### src/rtl/uart_tx_if.sv
// Byte handshake between the UART character buffer (master) and uart_tx (slave).
interface uart_tx_if;
    logic       send;
    logic [7:0] data;
    logic       ready;
    logic       done;

    modport master (output send, data, input ready, done);
    modport slave  (input send, data, output ready, done);
endinterface

### src/rtl/uart_tx.sv
// 8N1 serial transmitter; define UART_TX_PARITY_EN for 8E1 (even parity bit before stop).
// tx and done are registered; ready is combinational so the buffer pops exactly once per frame.
module uart_tx #(
    parameter int CLK_FREQ     = 100_000_000,
    parameter int BAUD         = 115200,
    parameter int CLKS_PER_BIT = CLK_FREQ / BAUD
) (
    input  logic     clk,
    input  logic     rst_n,
    uart_tx_if.slave bus,
    output logic     tx
);
    localparam int            CW      = (CLKS_PER_BIT > 1) ? $clog2(CLKS_PER_BIT) : 1;
    localparam logic [CW-1:0] CNT_MAX = CW'(CLKS_PER_BIT - 1);

    if (CLKS_PER_BIT < 2) begin : g_bad_cfg
        $error("uart_tx: CLKS_PER_BIT must be at least 2");
    end

`ifdef UART_TX_PARITY_EN
    typedef enum logic [2:0] {IDLE, START, DATA, PARITY, STOP} state_t;
`else
    typedef enum logic [2:0] {IDLE, START, DATA, STOP} state_t;
`endif

    state_t        state_q, state_d;
    logic [CW-1:0] cnt_q, cnt_d;
    logic [2:0]    bit_q, bit_d;
    logic [7:0]    sh_q, sh_d;
    logic          tx_q, tx_d;
    logic          done_q, done_d;
    logic          wrap;
`ifdef UART_TX_PARITY_EN
    logic          par_q, par_d;
`endif

    assign wrap      = (cnt_q == CNT_MAX);
    assign tx        = tx_q;
    assign bus.done  = done_q;
    assign bus.ready = (state_q == IDLE) && !bus.send;

    always_ff @(posedge clk or negedge rst_n) begin
        if (!rst_n) begin
            state_q <= IDLE;
            cnt_q   <= '0;
            bit_q   <= '0;
            sh_q    <= '0;
            tx_q    <= 1'b1;
            done_q  <= 1'b0;
`ifdef UART_TX_PARITY_EN
            par_q   <= 1'b0;
`endif
        end else begin
            state_q <= state_d;
            cnt_q   <= cnt_d;
            bit_q   <= bit_d;
            sh_q    <= sh_d;
            tx_q    <= tx_d;
            done_q  <= done_d;
`ifdef UART_TX_PARITY_EN
            par_q   <= par_d;
`endif
        end
    end

    // tx_d carries the level of the upcoming bit so tx changes on the same edge as the state.
    always_comb begin
        state_d = state_q;
        cnt_d   = cnt_q;
        bit_d   = bit_q;
        sh_d    = sh_q;
        tx_d    = tx_q;
        done_d  = 1'b0;
`ifdef UART_TX_PARITY_EN
        par_d   = par_q;
`endif
        if (state_q != IDLE) cnt_d = wrap ? '0 : cnt_q + CW'(1);

        case (state_q)
            IDLE: begin
                tx_d = 1'b1;
                if (bus.send) begin
                    state_d = START;
                    tx_d    = 1'b0;
                    sh_d    = bus.data;
                    cnt_d   = '0;
`ifdef UART_TX_PARITY_EN
                    par_d   = ^bus.data;
`endif
                end
            end
            START: begin
                if (wrap) begin
                    state_d = DATA;
                    bit_d   = 3'd0;
                    tx_d    = sh_q[0];
                end
            end
            DATA: begin
                if (wrap) begin
                    sh_d  = {1'b0, sh_q[7:1]};
                    bit_d = bit_q + 3'd1;
                    tx_d  = sh_q[1];
                    if (bit_q == 3'd7) begin
`ifdef UART_TX_PARITY_EN
                        state_d = PARITY;
                        tx_d    = par_q;
`else
                        state_d = STOP;
                        tx_d    = 1'b1;
`endif
                    end
                end
            end
`ifdef UART_TX_PARITY_EN
            PARITY: begin
                if (wrap) begin
                    state_d = STOP;
                    tx_d    = 1'b1;
                end
            end
`endif
            STOP: begin
                if (wrap) begin
                    state_d = IDLE;
                    done_d  = 1'b1;
                    tx_d    = 1'b1;
                end
            end
            default: state_d = IDLE;
        endcase
    end
endmodule

### src/flat_wrapper.sv
// flat-port wrapper written by rule: the top's interface ports become plain ports
module uart_tx_flat 
#(
    parameter int CLK_FREQ     = 100_000_000,
    parameter int BAUD         = 115200,
    parameter int CLKS_PER_BIT = CLK_FREQ / BAUD
)
  (clk, rst_n, tx, bus_send, bus_data, bus_ready, bus_done);
  uart_tx_if bus_i ();
  input  logic clk;
  input  logic rst_n;
  output logic tx;
  input wire logic [$bits(bus_i.send)-1:0] bus_send;
  input wire logic [$bits(bus_i.data)-1:0] bus_data;
  output wire logic [$bits(bus_i.ready)-1:0] bus_ready;
  output wire logic [$bits(bus_i.done)-1:0] bus_done;
  assign bus_i.send = bus_send;
  assign bus_i.data = bus_data;
  assign bus_ready = bus_i.ready;
  assign bus_done = bus_i.done;
  uart_tx #(.CLK_FREQ(CLK_FREQ), .BAUD(BAUD), .CLKS_PER_BIT(CLKS_PER_BIT)) u_core (.clk(clk), .rst_n(rst_n), .bus(bus_i), .tx(tx));
endmodule
### config.mk
export PLATFORM = sky130hd
export DESIGN_NAME = uart_tx_flat
export DESIGN_NICKNAME = d
export VERILOG_FILES = /design/src/rtl/uart_tx_if.sv /design/src/rtl/uart_tx.sv /design/src/flat_wrapper.sv
export SDC_FILE = /design/constraint.sdc
export NUM_CORES = 1
export LEC_CHECK = 0
export BUFFER_PORTS_ARGS = -buffer_cell sky130_fd_sc_hd__buf_2
export CAP_MARGIN = 0
export CORE_MARGIN = 1.5
export CORE_UTILIZATION = 55
export DETAILED_ROUTE_END_ITERATION = 8
export PLACE_DENSITY = 0.75
export SYNTH_ARGS = -nofsm -noshare
export SYNTH_HDL_FRONTEND = slang
export SYNTH_SLANG_ARGS = --single-unit
### constraint.sdc
create_clock -name clk -period 2.7 [get_ports clk]
set_input_delay 0.81 -clock clk [delete_from_list [all_inputs] [get_ports clk]]
set_output_delay 0.81 -clock clk [all_outputs]
set_load 0.005 [all_outputs]
======== Yosys cells after proc, flatten, opt, wreduce, memory -nomap -nowiden ========
Index checks and enable logic that the tools add are counted.
storage, ports and cells
  flip-flop bits (word level) ............. 26
  input port bits ......................... 11
  output and inout port bits .............. 3
  word-level logic and storage cells ...... 52
operators by class
  add/sub/neg operators ................... 2
  equality and inequality tests ........... 10
  multiplexer cells ....................... 23
  reductions and logical operators ........ 11
operator list
  operator                 number
  $mux W10                 4
  $mux W3                  6
  $mux W8                  2
  $pmux W8 S2              1
  $pmux W3 S4              1
  $add A10 B1 Y10 const B  1
  $eq A10 B10 Y1 const B   1
  $ne A2 B1 Y1 const B     4
  $mux W1                  7
  $eq A3 B2 Y1 const B     2
  $pmux W3 S2              1
  $reduce_and A3 Y1        2
  $reduce_and A5 Y1        1
  $pmux W1 S4              1
  $reduce_and A4 Y1        1
  $reduce_bool A2 Y1       2
  $reduce_bool A4 Y1       1
  $add A3 B1 Y3 const B    1
  $eq A3 B1 Y1 const B     1
  $eq A3 B3 Y1 const B     1
  $logic_not A3 Y1         1
  $reduce_bool A3 Y1       1
  $ne A2 B2 Y1 const B     1
  $logic_and A1 B1 Y1      1
  $logic_not A1 Y1         1

======== Depth between registers and ports, before layout ========
  depth in word-level cells ............... 5
  gate-level depth with buffers ........... 8
  depth with buffers taken out ............ 7

======== Worst setup path after synthesis ========
No wires, ideal clock.
  path kind ............................... flip-flop to flip-flop
  from .................................... reg u_core.cnt_q[4]
  to ...................................... reg u_core.sh_q[0]
  library setup time ...................... 0.125 ns
  arrival ................................. 2.224 ns
  data required time ...................... 2.575 ns
  setup slack ............................. 0.351 ns
  cell stages (with the launch flop) ...... 8
  buffers on the path ..................... 3
  clock period less this slack ............ 2.349 ns
  path through ............................ dfrtp_1 > buf_6 > or4b_4 > or3_1 > buf_6 > a211o_1 > buf_6 > mux2_4
between the ends
  cells in the longest elaborated chain, start to end .. 3
RTL lines
  what                         RTL line       text
  start: declaration           uart_tx.sv:27  logic [CW-1:0] cnt_q, cnt_d;
  start signal: assignment     uart_tx.sv:55  cnt_q <= cnt_d;
  $eq A10 B10 Y1               uart_tx.sv:37  assign wrap = (cnt_q == CNT_MAX);
  $ne A2 B1 Y1 (no line)       --
  $reduce_and A3 Y1 (no line)  --
  end signal: assignment       uart_tx.sv:47  sh_q <= '0;
  end signal: assignment       uart_tx.sv:57  sh_q <= sh_d;
  end: declaration             uart_tx.sv:29  logic [7:0] sh_q, sh_d;
No other way between the ends.
A chain may end at the register's enable or synchronous reset.

======== Worst setup path after layout ========
  from .................................... reg u_core.cnt_q[0]
  to ...................................... reg u_core.sh_q[2]
Same word-level chain as after synthesis.

==> results.ini <==
[layout]
fin_area_um2 = 1560
area_growth_pct = 8.15
post-route-util = 0.630
drive_gt1_frac = 0.299
num_antenna_cells = 0
fin_nets = 163
final_cells = 174

[clock_network]
postCtsSetupRepairBufs = 0
cts_tree = yes
clk_pin_slew_ps = 130
h-tree-depth = 1
cts_resized = 0
clk_latency_ps = 310
ctsRootBufferMaster = clkbuf_4
cts_made_buffers = 3
cts.path.max_buffers = 2
hold_buffers = 0
cts_sinks = 25

[worst_setup_path]
slowest_stage = a211o_1
crit_chain = ha_1, or4b_4, or3_1, a211o_1, mux2_4
crit_path_end_kind = flip-flop
path_class = reg -> reg
cp.arrival_ps = 2770
reg2reg_slack_ps = 140
cp_data_required_time_ps = 2910
path_max_fanout = 8
start_kind = flip-flop
slowest_delay_ps = 520

[pwr]
powerDensity_nw_per_um2 = 1050
power_frac_comb = 0.525
p_int_w = 0.00104
pwr-share-seq = 0.375
ir_drop_mv = 0.708
power_frac_clock = 0.099
p_sw_frac = 0.365
p_switching_w = 0.000596
p_leak_nw = 0.740

[global_route]
grt_use_total = 0.218
first_global_vias = 1004
grt_max_degree = 26
grt_pass1_wl_um = 4540
antenna_found_initial = 0
overflow = 0

[run_status]
status = complete, no violations

[timing]
final_max_slew_viol_count = 0
tightest_slew_ps = 547
hold_viol = 0
rsz0062_at_grt = no
slew_headroom = 0.635
fin_crit_sh = 0.949
post-route-min-period_ps = 2560
tns_ps = 0
finalSetupViolations = 0
fmax_ghz = 0.390
finClkSkew_ps = 4.97

[logic_synthesis]
synth_top_cell_area_share = 0.416
synth_nets = 147
yosys_warnings = 0
ys_types = 40
ys.flop_type = dfrtp_1
netlist_area_um2 = 1440
syn_inst = 129
synth_area_leaders = dfrtp_1, mux2_4, mux2_2, ha_1, o21ai_0
avgSynthCellArea_um2 = 11.2
seq_area_frac_synth = 0.435
async_flop_share = 1.00
synth_edf_count = 0
ys_ff_latch = 25
synth_top_cell_by_area = dfrtp_1

[detailed_routing]
firstDrtPassIters = 4
viasPerCell = 6.20
dr_total_vias = 1079
wirelength_um = 2720
drcViolationCount = 0
ant_nets = 0
first_iter_violations = 23
wl_per_cell_um = 15.6

[die]
die-area_um2 = 2940
initial_utilization = 0.582
chipHeight_um = 54.2
ios = 14
rows = 18
fp.coreArea_um2 = 2480
die_w_um = 54.2

[placement]
dp_cells = 170
dpl.hpwl_um = 2020
dpl_cell_area_um2 = 1530
portBuffers = 13
gp_congestion = 0.816

[flow_run]
max-cap-violations = 0

[hold_path]
hold_class = in -> async

[flip-flops by register name (all words and copies together) (netlist names)]
register / cells
u_core.bus.done: 1
u_core.sh_q: 8
u_core.cnt_q: 10
u_core.state_q: 2
u_core.bit_q: 3
u_core.tx: 1
[Yosys cell counts, types with 2 or more instances]
cell type	instances
nand3_1	2
inv_1	4
buf_6	3
a21o_1	2
nor2b_1	2
nand4_1	2
clkbuf_1	4
mux2_2	8
a211o_1	2
nor3b_1	2
nand2_1	8
o21ai_0	7
or3_1	3
and3_1	2
a31oi_1	4
and2_1	2
a41oi_1	2
dfrtp_1	24
mux2_4	8
nor2_1	7
a32o_1	3
ha_1	7
a22o_1	3
o31ai_1	2
[cells in the final DEF (no fill, tap or decap), types with 3 or more instances in the layout]
| cell | synthesis | layout |
|---|---|---|
| clkbuf_4 | 0 | 3 |
| buf_4 | 0 | 5 |
| a32o_1 | 3 | 3 |
| nor2_1 | 7 | 7 |
| a22o_1 | 3 | 3 |
| ha_1 | 7 | 7 |
| buf_2 | 0 | 13 |
| dfrtp_1 | 24 | 24 |
| a31oi_1 | 4 | 4 |
| o21ai_0 | 7 | 7 |
| mux2_4 | 8 | 8 |
| mux2_2 | 8 | 8 |
| nand2_1 | 8 | 8 |
| or3_1 | 3 | 3 |
| inv_1 | 4 | 4 |
[power groups by stage]
stage | sequential [W] | combinational, W | clock (W)
floorplan | 0.000587 | 0.000718 | 0
global placement | 0.000607 | 0.000814 | 0
detailed placement | 0.000618 | 0.000862 | 0
CTS | 0.000612 | 0.000864 | 0.000171
global route | 0.000634 | 0.000943 | 0.000189
finish | 0.000613 | 0.000858 | 0.000162
[through the flow]
step | hold slack (ps) | setup slack [ps] | total power (W)
after global placement | 478 | 238 | 0.00142
final | 460 | 137 | 0.00163
after detailed placement | 489 | 152 | 0.00148
after CTS | 461 | 128 | 0.00165
after floorplan | 470 | 351 | 0.00131
after global routing | 479 | 31.1 | 0.00177
[worst max-delay path, delay by kind of cell, from the launching register on]
kind            cells  cell delay (ps)
mux                 1              360
flops               1              410
fa+ha+maj           1              200
compound gates      1              520
simple gates        2              950
[path summary, 6_finish.rpt]
kind / from / end / cells after the start
worst min register to register: u_core.bit_q[1] / u_core.bit_q[1] / 1
max in group asynchronous: rst_n / u_core.tx / 1
worst min-delay path: rst_n / u_core.bus.done / 1
worst max register to register: u_core.cnt_q[0] / u_core.sh_q[2] / 5
worst max-delay path: u_core.cnt_q[0] / u_core.sh_q[2] / 5
min in group clk: u_core.bit_q[1] / u_core.bit_q[1] / 1
[routing by layer]
layer  GRT usage  part of all wire
met4       0.117             0.030
met1       0.289              0.45
met3      0.0246             0.040
met5           0                 0
met2       0.349              0.48
[area by class of cell]
type	instances	area, um2
Timing Repair Buffer	18	103
Tap cell	30	37.5
Multi-Input combinational cell	92	748
Inverter	5	18.8
Fill cell	214	917
Clock buffer	4	26.3
Sequential cell	25	627
[logic make-up (layout without fill, tap and decap cells)]
group	after synthesis	after routing	share of synthesized area
fa+ha+maj	7	7	0.0607
flops	25	25	0.435
buf+inv	12	27	0.0468
mux	16	16	0.146
compound gates	33	33	0.175
simple gates	36	36	0.137
Power figures use the tool's default switching activity.
